$ cat src/rtl/keypad_pkg.sv
// rtl/keypad_pkg.sv - shared states and helpers for the keypad scanner
package keypad_pkg;

    typedef logic [2:0] state_t;

    localparam state_t ST_IDLE     = 3'd0;
    localparam state_t ST_SCAN     = 3'd1;
    localparam state_t ST_DEBOUNCE = 3'd2;
    localparam state_t ST_REPORT   = 3'd3;
    localparam state_t ST_RELEASE  = 3'd4;

    // Minimum width (at least 1) able to hold values 0..n-1.
    function automatic int clog2w(input int n);
        int w;
        w = 1;
        while ((1 << w) < n) w = w + 1;
        return w;
    endfunction

    // Row vectors are at most 8 wide, so callers zero-pad into 8 bits.
    function automatic logic [3:0] popcount8(input logic [7:0] v);
        logic [3:0] n;
        n = '0;
        for (int i = 0; i < 8; i++) n = n + {3'b000, v[i]};
        return n;
    endfunction

endpackage

$ cat src/rtl/keypad_scanner_row_sync.sv
// rtl/keypad_scanner_row_sync.sv - two-flop synchroniser for the row sense lines
module row_sync
    import keypad_pkg::*;
#(
    parameter int W = 4
) (
    input  logic         clock,
    input  logic         reset,
    input  logic [W-1:0] d,
    output logic [W-1:0] q
);

    logic [W-1:0] meta;

    always_ff @(posedge clock or posedge reset) begin
        if (reset) begin
            meta <= '0;
            q    <= '0;
        end else begin
            meta <= d;
            q    <= meta;
        end
    end

endmodule

$ cat src/rtl/keypad_scanner.sv
// rtl/keypad_scanner.sv - matrix keypad scanner with debounce and multi-key rejection
module keypad_scanner
    import keypad_pkg::*;
#(
    parameter int ROWS     = 4,
    parameter int COLS     = 4,
    parameter int SCAN_DIV = 16,
    parameter int DEBOUNCE = 3,
    parameter int CODE_W   = clog2w(ROWS * COLS)
) (
    input  logic              clock,
    input  logic              reset,
    input  logic [ROWS-1:0]   row_in,
    output logic [COLS-1:0]   col_out,
    output logic [CODE_W-1:0] code,
    output logic              valid,
    input  logic              ready,
    output logic              multi_err,
    output logic              busy
);

    localparam int DW = clog2w(SCAN_DIV);
    localparam int MW = clog2w(DEBOUNCE + 1);
    localparam int CW = clog2w(COLS);
    localparam int RW = clog2w(ROWS);

    logic [ROWS-1:0]   row_s;
    logic [ROWS-1:0]   row_lat;
    state_t            state;
    logic [DW-1:0]     dwell;
    logic [MW-1:0]     match;
    logic [CW-1:0]     col_idx;
    logic [RW-1:0]     row_idx;
    logic [RW-1:0]     row_hit;
    logic [RW-1:0]     row_sel;
    logic [7:0]        row_pad;
    logic [3:0]        row_cnt;
    logic [CODE_W-1:0] key_code;
    logic              sample;

    row_sync #(.W(ROWS)) u_row_sync (
        .clock (clock),
        .reset (reset),
        .d     (row_in),
        .q     (row_s)
    );

    always_comb begin
        row_pad = '0;
        row_pad[ROWS-1:0] = row_s;
        row_cnt = popcount8(row_pad);
        row_hit = '0;
        for (int i = 0; i < ROWS; i++)
            if (row_s[i]) row_hit = RW'(i);
    end

    // With DEBOUNCE==1 the code is formed straight from the scan hit.
    assign row_sel  = (state == ST_SCAN) ? row_hit : row_idx;
    assign key_code = CODE_W'(row_sel) * CODE_W'(COLS) + CODE_W'(col_idx);
    assign sample   = (dwell == DW'(SCAN_DIV - 1));
    assign busy     = (state != ST_IDLE);

    always_comb begin
        col_out = '1;
        if (state == ST_SCAN || state == ST_DEBOUNCE)
            col_out = COLS'(1) << col_idx;
    end

    always_ff @(posedge clock or posedge reset) begin
        if (reset) begin
            state     <= ST_IDLE;
            dwell     <= '0;
            match     <= '0;
            col_idx   <= '0;
            row_idx   <= '0;
            row_lat   <= '0;
            code      <= '0;
            valid     <= 1'b0;
            multi_err <= 1'b0;
        end else begin
            multi_err <= 1'b0;
            if (state == ST_SCAN || state == ST_DEBOUNCE || state == ST_RELEASE)
                dwell <= sample ? '0 : dwell + DW'(1);
            case (state)
                ST_IDLE: begin
                    if (row_s != '0) begin
                        state   <= ST_SCAN;
                        col_idx <= '0;
                        dwell   <= '0;
                        match   <= '0;
                    end
                end
                ST_SCAN: begin
                    if (sample) begin
                        if (row_cnt == 4'd0) begin
                            if (col_idx == CW'(COLS - 1)) state <= ST_IDLE;
                            else col_idx <= col_idx + CW'(1);
                        end else if (row_cnt == 4'd1) begin
                            row_idx <= row_hit;
                            row_lat <= row_s;
                            match   <= MW'(1);
                            if (DEBOUNCE == 1) begin
                                code  <= key_code;
                                valid <= 1'b1;
                                state <= ST_REPORT;
                            end else begin
                                state <= ST_DEBOUNCE;
                            end
                        end else begin
                            multi_err <= 1'b1;
                            match     <= '0;
                            state     <= ST_RELEASE;
                        end
                    end
                end
                ST_DEBOUNCE: begin
                    if (sample) begin
                        if (row_s == row_lat) begin
                            if (match == MW'(DEBOUNCE - 1)) begin
                                code  <= key_code;
                                valid <= 1'b1;
                                state <= ST_REPORT;
                            end else begin
                                match <= match + MW'(1);
                            end
                        end else if (row_s == '0) begin
                            state <= ST_IDLE;
                        end else begin
                            multi_err <= 1'b1;
                            match     <= '0;
                            state     <= ST_RELEASE;
                        end
                    end
                end
                ST_REPORT: begin
                    // Matrix is not scanned here, so a second key cannot slip in.
                    if (ready) begin
                        valid <= 1'b0;
                        dwell <= '0;
                        match <= '0;
                        state <= ST_RELEASE;
                    end
                end
                ST_RELEASE: begin
                    if (sample) begin
                        if (row_s != '0) begin
                            match <= '0;
                        end else if (match == MW'(DEBOUNCE - 1)) begin
                            match <= '0;
                            state <= ST_IDLE;
                        end else begin
                            match <= match + MW'(1);
                        end
                    end
                end
                default: state <= ST_IDLE;
            endcase
        end
    end

endmodule

$ cat config.mk
export PLATFORM = sky130hd
export DESIGN_NAME = keypad_scanner
export DESIGN_NICKNAME = d
export VERILOG_FILES = /design/src/rtl/keypad_pkg.sv /design/src/rtl/keypad_scanner_row_sync.sv /design/src/rtl/keypad_scanner.sv
export SDC_FILE = /design/constraint.sdc
export NUM_CORES = 1
export LEC_CHECK = 0
export ABC_AREA = 0
export BUFFER_PORTS_ARGS = -buffer_cell sky130_fd_sc_hd__buf_2
export CORE_MARGIN = 1
export CORE_UTILIZATION = 60
export DETAILED_ROUTE_END_ITERATION = 16
export PLACE_DENSITY = 0.81
export SLEW_MARGIN = 10
export SYNTH_ARGS = -nofsm -noshare
export SYNTH_HDL_FRONTEND = slang
export SYNTH_SLANG_ARGS = --single-unit
$ cat constraint.sdc
create_clock -name clock -period 4.5 [get_ports clock]
set_input_delay 0.45 -clock clock [delete_from_list [all_inputs] [get_ports clock]]
set_output_delay 0.45 -clock clock [all_outputs]
set_load 0.05 [all_outputs]
**After elaboration in Yosys (flattened, before gate mapping)**

Index checks and enable logic that the tools add are counted.

- $add $sub $neg: 7
- $mul: 0
- Div/mod/pow operators: 0
- Magnitude comparators: 0
- Eq/ne operators: 25
- Shift-type cells: 1
- Multiplexer cells: 53
- Bitwise logic cells: 1
- Reductions and logical operators: 16

Operators with widths:

| cell | number |
|---|---|
| $mux W3 | 13 |
| $mux W2 | 17 |
| $mux W4 | 5 |
| $reduce_and A9 Y1 | 2 |
| $ne A2 B2 Y1 const B | 8 |
| $pmux W3 S5 | 1 |
| $mux W1 | 12 |
| $pmux W2 S5 | 1 |
| $reduce_and A5 Y1 | 2 |
| $logic_not A4 Y1 | 2 |
| $ne A2 B1 Y1 const B | 4 |
| $pmux W4 S2 | 1 |
| $reduce_and A4 Y1 | 2 |
| $eq A3 B2 Y1 const B | 2 |
| $ne A3 B2 Y1 const B | 2 |
| $ne A3 B3 Y1 const B | 2 |
| $reduce_bool A5 Y1 | 1 |
| $add A2 B1 Y2 const B | 2 |
| $add A3 B1 Y4 | 1 |
| $add A4 B1 Y4 const B | 1 |
| $add A4 B2 Y4 | 1 |
| $eq A2 B2 Y1 const B | 2 |
| $eq A4 B1 Y1 const B | 1 |
| $eq A4 B4 Y1 | 1 |
| 14 further kinds | 17 |

- Bits in registers: 31
- Latch bits: 0
- Bits in writable memories: 0
- Bits in read-only memories: 0
- Input bits: 7
- Output and inout bits: 11
- Logic and storage cells: 114
- Memories kept: 0

**Longest topological paths before layout**

Gate-level depths: netlist (run 1).

- Word-level depth: 8
- Mapped depth: 11
- Mapped depth without buffers: 10

**Modules after synthesis**

A second synthesis (run 1) with hierarchy kept.

- Cells, all modules: 165
- Area total of the unflattened synthesis: 1720.4 µm²

By module, submodules not included:

| module | times used | cells an instance | area an instance (µm²) | sequential area each (µm²) |
|---|---|---|---|---|
| keypad_scanner | 1 | 156 | 1516.5 | 575.6 |
| row_sync | 1 | 9 | 203.9 | 200.2 |

**Least setup slack after synthesis (run 1)**

Ideal clock, no wire load.

- Kind: reg2reg
- Start point: register u_row_sync.q[3]
- End point: register state[1]
- Library setup time: 94 ps
- Arrival time: 2513 ps
- Required time: 4406 ps
- Setup slack: 1894 ps
- Stages on the path, launching flop included: 11
- Path buffers: 0
- Clock period less this slack: 2606 ps
- Cells stage by stage: dfrtp_1 > inv_1 > fa_1 > inv_1 > ha_1 > ha_1 > nor4_1 > o211a_1 > a211o_2 > nor3_1 > a211oi_1

- Word-level cells in the longest chain between the ends: 6
- Elaborated cells between the ends (all ways): 16
- Classes of those cells: add/sub (1); eq/ne (6); mux (6); reduce/logical (3)

RTL lines:

| what | RTL line | RTL |
|---|---|---|
| start, declared | keypad_scanner_row_sync.sv:10 | `output logic [W-1:0] q` |
| start signal, assigned | keypad_scanner_row_sync.sv:21 | `q <= meta;` |
| $add A3 B1 Y4 | keypad_pkg.sv:24 | `for (int i = 0; i < 8; i++) n = n + {3'b000, v[i]};` |
| $eq A4 B1 Y1 | keypad_scanner.sv:98 | `end else if (row_cnt == 4'd1) begin` |
| $mux W3 | keypad_scanner.sv:98 |  |
| $mux W3 | keypad_scanner.sv:95 | `if (row_cnt == 4'd0) begin` |
| $mux W3 | keypad_scanner.sv:94 | `if (sample) begin` |
| $pmux W3 S5 | keypad_scanner.sv:84 | `case (state)` |
| end signal, assigned | keypad_scanner.sv:87 | `state <= ST_SCAN;` |
| end signal, assigned | keypad_scanner.sv:96 | `if (col_idx == CW'(COLS - 1)) state <= ST_IDLE;` |
| end signal, assigned | keypad_scanner.sv:105 | `state <= ST_REPORT;` |
| end, declared | keypad_scanner.sv:29 | `state_t state;` |

Parallel ways exist; a longest one is shown, timed or not. The select of a mux whose other input is x is not followed.
A chain may end at the register's enable or synchronous reset.

**Final worst setup path (run 1)**

Ends and elaborated chain as after synthesis.

==> impl_metrics.py, run 1 <==
metrics = {
    "critical_path": {
        "critPathRequiredTime_ps": 4760,
        "r2r_start": "u_row_sync.q[3]$_DFF_PP0_",
        "slowest_delay_ps": 640,
        "reg2reg_slack_ps": 1560,
        "critPathSlowestCell": "nor4_1",
        "r2r_cells": 10,
        "end_kind": "flop",
        "critPathLaunchType": "flop",
        "rr_endpoint": "state[1]$_DFFE_PP0P_",
        "crit_arrival_ps": 3200,
        "critical_path_class": "flop to flop",
        "crit_fanout": 5,
        "path_cells": "inv_1 > fa_1 > inv_1 > ha_1 > ha_1 > nor4_1 > o211a_1 > a211o_2 > nor3_1 > a211oi_1",
    },
    "outcome": {
        "outcome": "finished, final reports clean",
    },
    "synthesis": {
        "yosysSeqAreaShare": 0.442,
        "synth_area_leader_cell": "dfrtp_1",
        "synthCells": 167,
        "synth_area_mm2": 0.00176,
        "synth_top_family_by_area": "simple AND/OR/NAND/NOR gates",
        "synth_fa_ha_area_frac": 0.0898,
        "ys.warnings.count": 0,
        "synth_commonest_cells": "dfrtp_1, nand2_1, inv_1, nor2_1, ha_1",
        "synth_compound_area_frac": 0.158,
        "synth_fp_nets": 186,
        "ys_seq_elements": 31,
        "synth_simple_gate_area_share": 0.171,
        "synth_top_cells_by_area": "dfrtp_1, ha_1, nand2_1",
        "synth_top_area_frac": 0.442,
        "async_flop_share": 1.00,
        "synth_edf_count": 0,
        "synth_area_per_cell_um2": 10.5,
        "synth_top_flop_cell": "dfrtp_1",
        "synth_cell_type_count": 47,
        "yosys.area_share.xor_xnor": 0.0249,
        "synthMuxAreaShare": 0.0663,
        "synth.most_common_cell": "dfrtp_1",
    },
    "grt": {
        "antenna_found_initial": 0,
        "grt_max_degree": 32,
        "grt_pass1_wl_um": 6000,
        "grt_pass1_vias": 1328,
        "track_usage": 0.251,
        "grt_overflow": 0,
    },
    "finish": {
        "num-fill-cells": 204,
        "diodes": 0,
        "seq_area_um2": 776,
        "synthToLayoutAreaGrowth_pct": 9.41,
        "multi_input_area_um2": 895,
        "design_area_mm2": 0.00192,
        "layout-drive-gt1-share": 0.230,
        "fin_nets": 205,
        "stdcell_count": 218,
    },
    "cts": {
        "cts_num_sinks": 31,
        "cts_resized": 0,
        "insertion_delay_ps": 340,
        "root_buffer": "clkbuf_4",
        "path_clk_slew_ps": 110,
        "htreeDepth": 2,
        "ctsHoldBuffers": 0,
        "cts_tree": "done",
        "postCtsSetupBuffers": 0,
        "numCtsBuffers": 5,
        "clk_path_buf_depth": 2,
    },
    "floorplanning": {
        "io_pins": 18,
        "die_area_mm2": 0.00315,
        "start_util": 0.637,
        "rows": 19,
        "core_area_mm2": 0.00276,
        "fp.dieW_um": 56.1,
        "fp.dieH_um": 56.1,
    },
    "sta": {
        "slew_headroom": 0.540,
        "fin_skew_ps": 8.33,
        "fin_crit_ps": 2940,
        "rsz0062_at_grt": "no",
        "slew_violations": 0,
        "hold_violations": 0,
        "setup_viol": 0,
        "max_freq_mhz": 340,
        "timing.setup.tns_ps": 0,
        "worstMarginPinSlew_ps": 683,
        "timing.final.crit_share": 0.653,
        "worst_slack_ps": 1560,
        "holdWs_ps": 178,
    },
    "placed_design": {
        "numPortBuffers": 17,
        "dp.cells": 210,
        "place_area_mm2": 0.00184,
        "gp_congestion": 0.900,
        "dp_hpwl_um": 2530,
        "preCtsSetupSlack_ps": 1610,
    },
    "run": {
        "maxCapViolCount": 0,
    },
    "route": {
        "via_per_inst": 5.97,
        "drtPass1Iterations": 4,
        "first_iter_violations": 42,
        "drt_wl_total_um": 3450,
        "drc": 0,
        "num_vias": 1301,
        "routedWlPerCell_um": 15.8,
        "postRouteAntennaNets": 0,
    },
    "pwr": {
        "p_leak_uw": 0.000978,
        "vdd_drop_max_mv": 0.572,
        "p_per_area_mw_per_mm2": 534,
    },
    "worst_hold_path": {
        "holdCritPathClass": "input port to async pin",
    },
}
[flip-flops by register name (all words and copies together), names as in the netlist]
signal and count:
code 4, dwell 4, row_lat 4, u_row_sync.meta 4, u_row_sync.q 4, state 3, col_idx 2, match 2
row_idx 2, multi_err 1, valid 1
[metal layers]
metal  part of all wire  vias up  track usage
met3              0.062       10       0.0535
met5                  0        -            0
met2               0.49       48        0.389
met1               0.42      626        0.333
li1                   -      617            -
met4              0.024        0        0.129
[layout make-up]
type	instances	share of cell area
clock buffers	5	0.0195
clock inverters	3	0.0228
inverters	12	0.0235
multi-input cells	119	0.466
flip-flops and latches	31	0.404
well taps	31	0.0202
repair buffers	17	0.0443
[cell usage in the layout, fill, tap and decap left out, drive strengths merged]
master	synthesis	layout
o21a	2	2
o32a	1	1
o22a	1	1
a22oi	2	2
nor2	14	14
and3	3	3
a22o	2	2
fa	1	1
or3	2	2
o211a	1	1
inv	12	12
clkinv	0	2
nand2	15	15
ha	11	11
or3b	1	1
nand2b	4	4
clkbuf	1	5
nor4	2	2
a211o	2	2
o21ai	15	15
nor3b	3	3
dfrtp	31	31
and2	2	2
xor2	5	5
bufinv	0	1
or2	1	1
a311o	1	1
a21oi	8	8
buf	4	17
nand3	2	2
o22ai	1	1
nor3	3	3
o31ai	1	1
o211ai	2	2
a211oi	1	1
mux2i	3	3
mux2	7	7
[worst max path at each step]
stage | from | endpoint | slack, ps | cells past startpoint
5_1_grt | u_row_sync.q[3]$_DFF_PP0_ | state[1]$_DFFE_PP0P_ | 1400 | 10
3_5_place_dp | u_row_sync.q[3]$_DFF_PP0_ | state[1]$_DFFE_PP0P_ | 1610 | 10
4_1_cts | u_row_sync.q[3]$_DFF_PP0_ | state[1]$_DFFE_PP0P_ | 1580 | 10
3_3_place_gp | u_row_sync.q[3]$_DFF_PP0_ | state[1]$_DFFE_PP0P_ | 1730 | 10
6_report | u_row_sync.q[3]$_DFF_PP0_ | state[1]$_DFFE_PP0P_ | 1560 | 10
2_1_floorplan | u_row_sync.q[3]$_DFF_PP0_ | state[1]$_DFFE_PP0P_ | 1890 | 10
[power breakdown]
part	total, uW	switching, uW	leakage [uW]	internal [uW]
Clock	220	103	0.0000452	117
Sequential	373	64.0	0.000409	309
Combinational	432	273	0.000524	159
[cell families after synthesis]
| family | count (synthesis) |
|---|---|
| buffers and inverters | 17 |
| and+or+nand+nor | 52 |
| adders and majority gates | 12 |
| DFF | 31 |
| xor gates and xnor gates | 5 |
| muxes | 10 |
| AOI/OAI and AO/OA | 40 |
[per-stage QoR]
step / power, uW / utilization
CTS: 1030 / 0.696
global route: 1090 / 0.696
detailed placement: 808 / 0.667
global placement: 783 / 0.667
floorplan: 729 / -
finish: 1030 / 0.696
[critical path: cells and delay by family (launching register included)]
kind / cells / cell delay, ps
buffers and inverters: 2 / 150
and+or+nand+nor: 2 / 700
adders and majority gates: 3 / 990
AOI/OAI and AO/OA: 3 / 560
DFF: 1 / 440
(Power assumes the default switching activity.)
==> inputs of run 2 (changes only) <==
--- a/config.mk
+++ b/config.mk
@@ -5,12 +5,12 @@
 export SDC_FILE = /design/constraint.sdc
 export NUM_CORES = 1
 export LEC_CHECK = 0
-export ABC_AREA = 0
+export ABC_AREA = 1
 export BUFFER_PORTS_ARGS = -buffer_cell sky130_fd_sc_hd__buf_2
 export CORE_MARGIN = 1
-export CORE_UTILIZATION = 60
+export CORE_UTILIZATION = 59
 export DETAILED_ROUTE_END_ITERATION = 16
-export PLACE_DENSITY = 0.81
+export PLACE_DENSITY = 0.79
 export SLEW_MARGIN = 10
 export SYNTH_ARGS = -nofsm -noshare
 export SYNTH_HDL_FRONTEND = slang
==> constraint.sdc (replaced) <==
create_clock -name clock -period 2.8 [get_ports clock]
set_input_delay 0.28 -clock clock [delete_from_list [all_inputs] [get_ports clock]]
set_output_delay 0.28 -clock clock [all_outputs]
set_load 0.05 [all_outputs]
==> impl_metrics.py, run 2 <==
metrics = {
    "cts": {
        "postCtsSetupBuffers": 0,
        "numCtsBuffers": 5,
        "cts_tree": "done",
        "insertion_delay_ps": 350,
        "root_buffer": "clkbuf_4",
        "cts_num_sinks": 31,
        "clk_path_buf_depth": 2,
        "path_clk_slew_ps": 120,
        "cts_resized": 0,
        "htreeDepth": 2,
        "ctsHoldBuffers": 0,
    },
    "finish": {
        "layout_commonest_cell": "nand2_1",
        "fin_nets": 265,
        "final_cell_mix": "nand2_1, dfrtp_1, inv_1, buf_2, nand3_1",
        "stdcell_count": 291,
        "layout-drive-gt1-share": 0.308,
        "synthToLayoutAreaGrowth_pct": 9.54,
        "diodes": 0,
        "design_area_mm2": 0.00210,
    },
    "critical_path": {
        "crit_fanout": 12,
        "path_cells": "inv_2 > fa_1 > inv_1 > ha_1 > ha_1 > nor2_2 > inv_1 > nor2_1 > nand3_4 > nand2_1 > o21ai_2",
        "end_kind": "flop",
        "critPathRequiredTime_ps": 3030,
        "critPathSlowestCell": "fa_1",
        "critical_path_class": "flop to flop",
        "r2r_cells": 11,
        "critPathLaunchType": "flop",
        "slowest_delay_ps": 480,
        "crit_arrival_ps": 2730,
    },
    "synthesis": {
        "synth_area_per_cell_um2": 8.59,
        "ys.warnings.count": 0,
        "synth_commonest_cells": "nand2_1, dfrtp_1, inv_1, nand3_1, ha_1",
        "synth_cell_type_count": 27,
        "synth_area_mm2": 0.00192,
        "synth_edf_count": 0,
        "synth_fp_nets": 242,
        "synth.most_common_cell": "nand2_1",
        "synth_area_leader_cell": "dfrtp_1",
        "synth_top_flop_cell": "dfrtp_1",
        "synth_top_area_frac": 0.405,
        "yosysSeqAreaShare": 0.405,
        "synthCells": 223,
        "ys_seq_elements": 31,
        "synth_top_cells_by_area": "dfrtp_1, nand2_1, ha_1",
        "async_flop_share": 1.00,
    },
    "placed_design": {
        "numPortBuffers": 17,
        "place_area_mm2": 0.00204,
        "dp_hpwl_um": 2610,
        "dp.cells": 283,
        "gp_congestion": 0.854,
    },
    "sta": {
        "slew_headroom": 0.742,
        "slew_violations": 0,
        "worstMarginPinSlew_ps": 387,
        "holdWs_ps": -8.18,
        "max_freq_mhz": 400,
        "rsz0062_at_grt": "no",
        "hold_violations": 6,
        "timing.setup.tns_ps": 0,
        "setup_viol": 0,
        "fin_skew_ps": 18.7,
        "timing.final.crit_share": 0.894,
        "fin_crit_ps": 2500,
    },
    "floorplanning": {
        "rows": 20,
        "fp.dieW_um": 59.0,
        "start_util": 0.622,
        "io_pins": 18,
        "core_area_mm2": 0.00308,
        "fp.dieH_um": 59.0,
        "die_area_mm2": 0.00348,
    },
    "pwr": {
        "p_per_area_mw_per_mm2": 436,
        "total_power_uw": 915,
        "p_leak_uw": 0.00103,
        "vdd_drop_max_mv": 0.339,
    },
    "outcome": {
        "outcome": "finished with violations",
        "violations": "negative hold slack",
    },
    "route": {
        "via_per_inst": 4.91,
        "drc": 0,
        "first_iter_violations": 47,
        "drt_wl_total_um": 3440,
        "postRouteAntennaNets": 0,
        "drtPass1Iterations": 4,
        "num_vias": 1429,
        "routedWlPerCell_um": 11.8,
    },
    "grt": {
        "grt_pass1_wl_um": 5860,
        "grt_overflow": 0,
        "grt_pass1_vias": 1320,
        "track_usage": 0.235,
        "antenna_found_initial": 0,
        "grt_max_degree": 32,
    },
    "run": {
        "maxCapViolCount": 0,
    },
    "worst_hold_path": {
        "holdCritPathClass": "input port to async pin",
    },
}
-- run 2: per-stage QoR --
step	worst slack, ps	util
3_5_place_dp	316	0.663
6_report	297	0.682
5_1_grt	78.5	0.682
4_1_cts	293	0.682
2_1_floorplan	453	-
3_3_place_gp	367	0.663
-- run 2: final timing paths --
kind	from	endpoint	slack, ps
setup / recovery	u_row_sync.q[3]$_DFF_PP0_	row_lat[0]$_DFFE_PP0P_	300
hold reg to reg	u_row_sync.meta[1]$_DFF_PP0_	u_row_sync.q[1]$_DFF_PP0_	360
setup reg to reg	u_row_sync.q[3]$_DFF_PP0_	row_lat[0]$_DFFE_PP0P_	300
hold / removal	reset	multi_err$_DFF_PP0_	-8
min in group clock	row_in[1]	u_row_sync.meta[1]$_DFF_PP0_	40
max in group asynchronous	reset	dwell[0]$_DFF_PP0_	2510
-- run 2: per-layer routing --
layer | track usage | wire length, um
met5 | 0 | 0
met4 | 0.0816 | 48
met3 | 0.0764 | 150
met2 | 0.365 | 1620
met1 | 0.308 | 1620
-- run 2: cells by family after synthesis --
family | share of synthesized area
xor gates and xnor gates | 0.00457
buffers and inverters | 0.0843
AOI/OAI and AO/OA | 0.0869
adders and majority gates | 0.0823
DFF | 0.405
and+or+nand+nor | 0.337
-- run 2: cell type report --
| type | count | area, um2 |
|---|---|---|
| Clock buffer | 5 | 37.5 |
| Clock inverter | 3 | 20.0 |
| Fill cell | 269 | 980 |
| Inverter | 37 | 139 |
| Multi-Input combinational cell | 153 | 978 |
| Sequential cell | 31 | 776 |
| Tap cell | 44 | 55.1 |
| Timing Repair Buffer | 18 | 92.6 |
-- run 2: where the power goes --
group	internal, uW	total [uW]	leakage [uW]	switching, uW
Clock	95.7	264	0.0000272	168
Combinational	52.2	140	0.000606	87.4
Sequential	482	512	0.000401	29.3
Total	630	915	0.00103	285
-- run 2: critical path, delay by kind of cell (launching register included) --
| family | cells | cell delay [ps] |
|---|---|---|
| simple gates | 4 | 750 |
| buf+inv | 3 | 220 |
| flops | 1 | 430 |
| fa+ha+maj | 3 | 930 |
| compound gates | 1 | 50 |
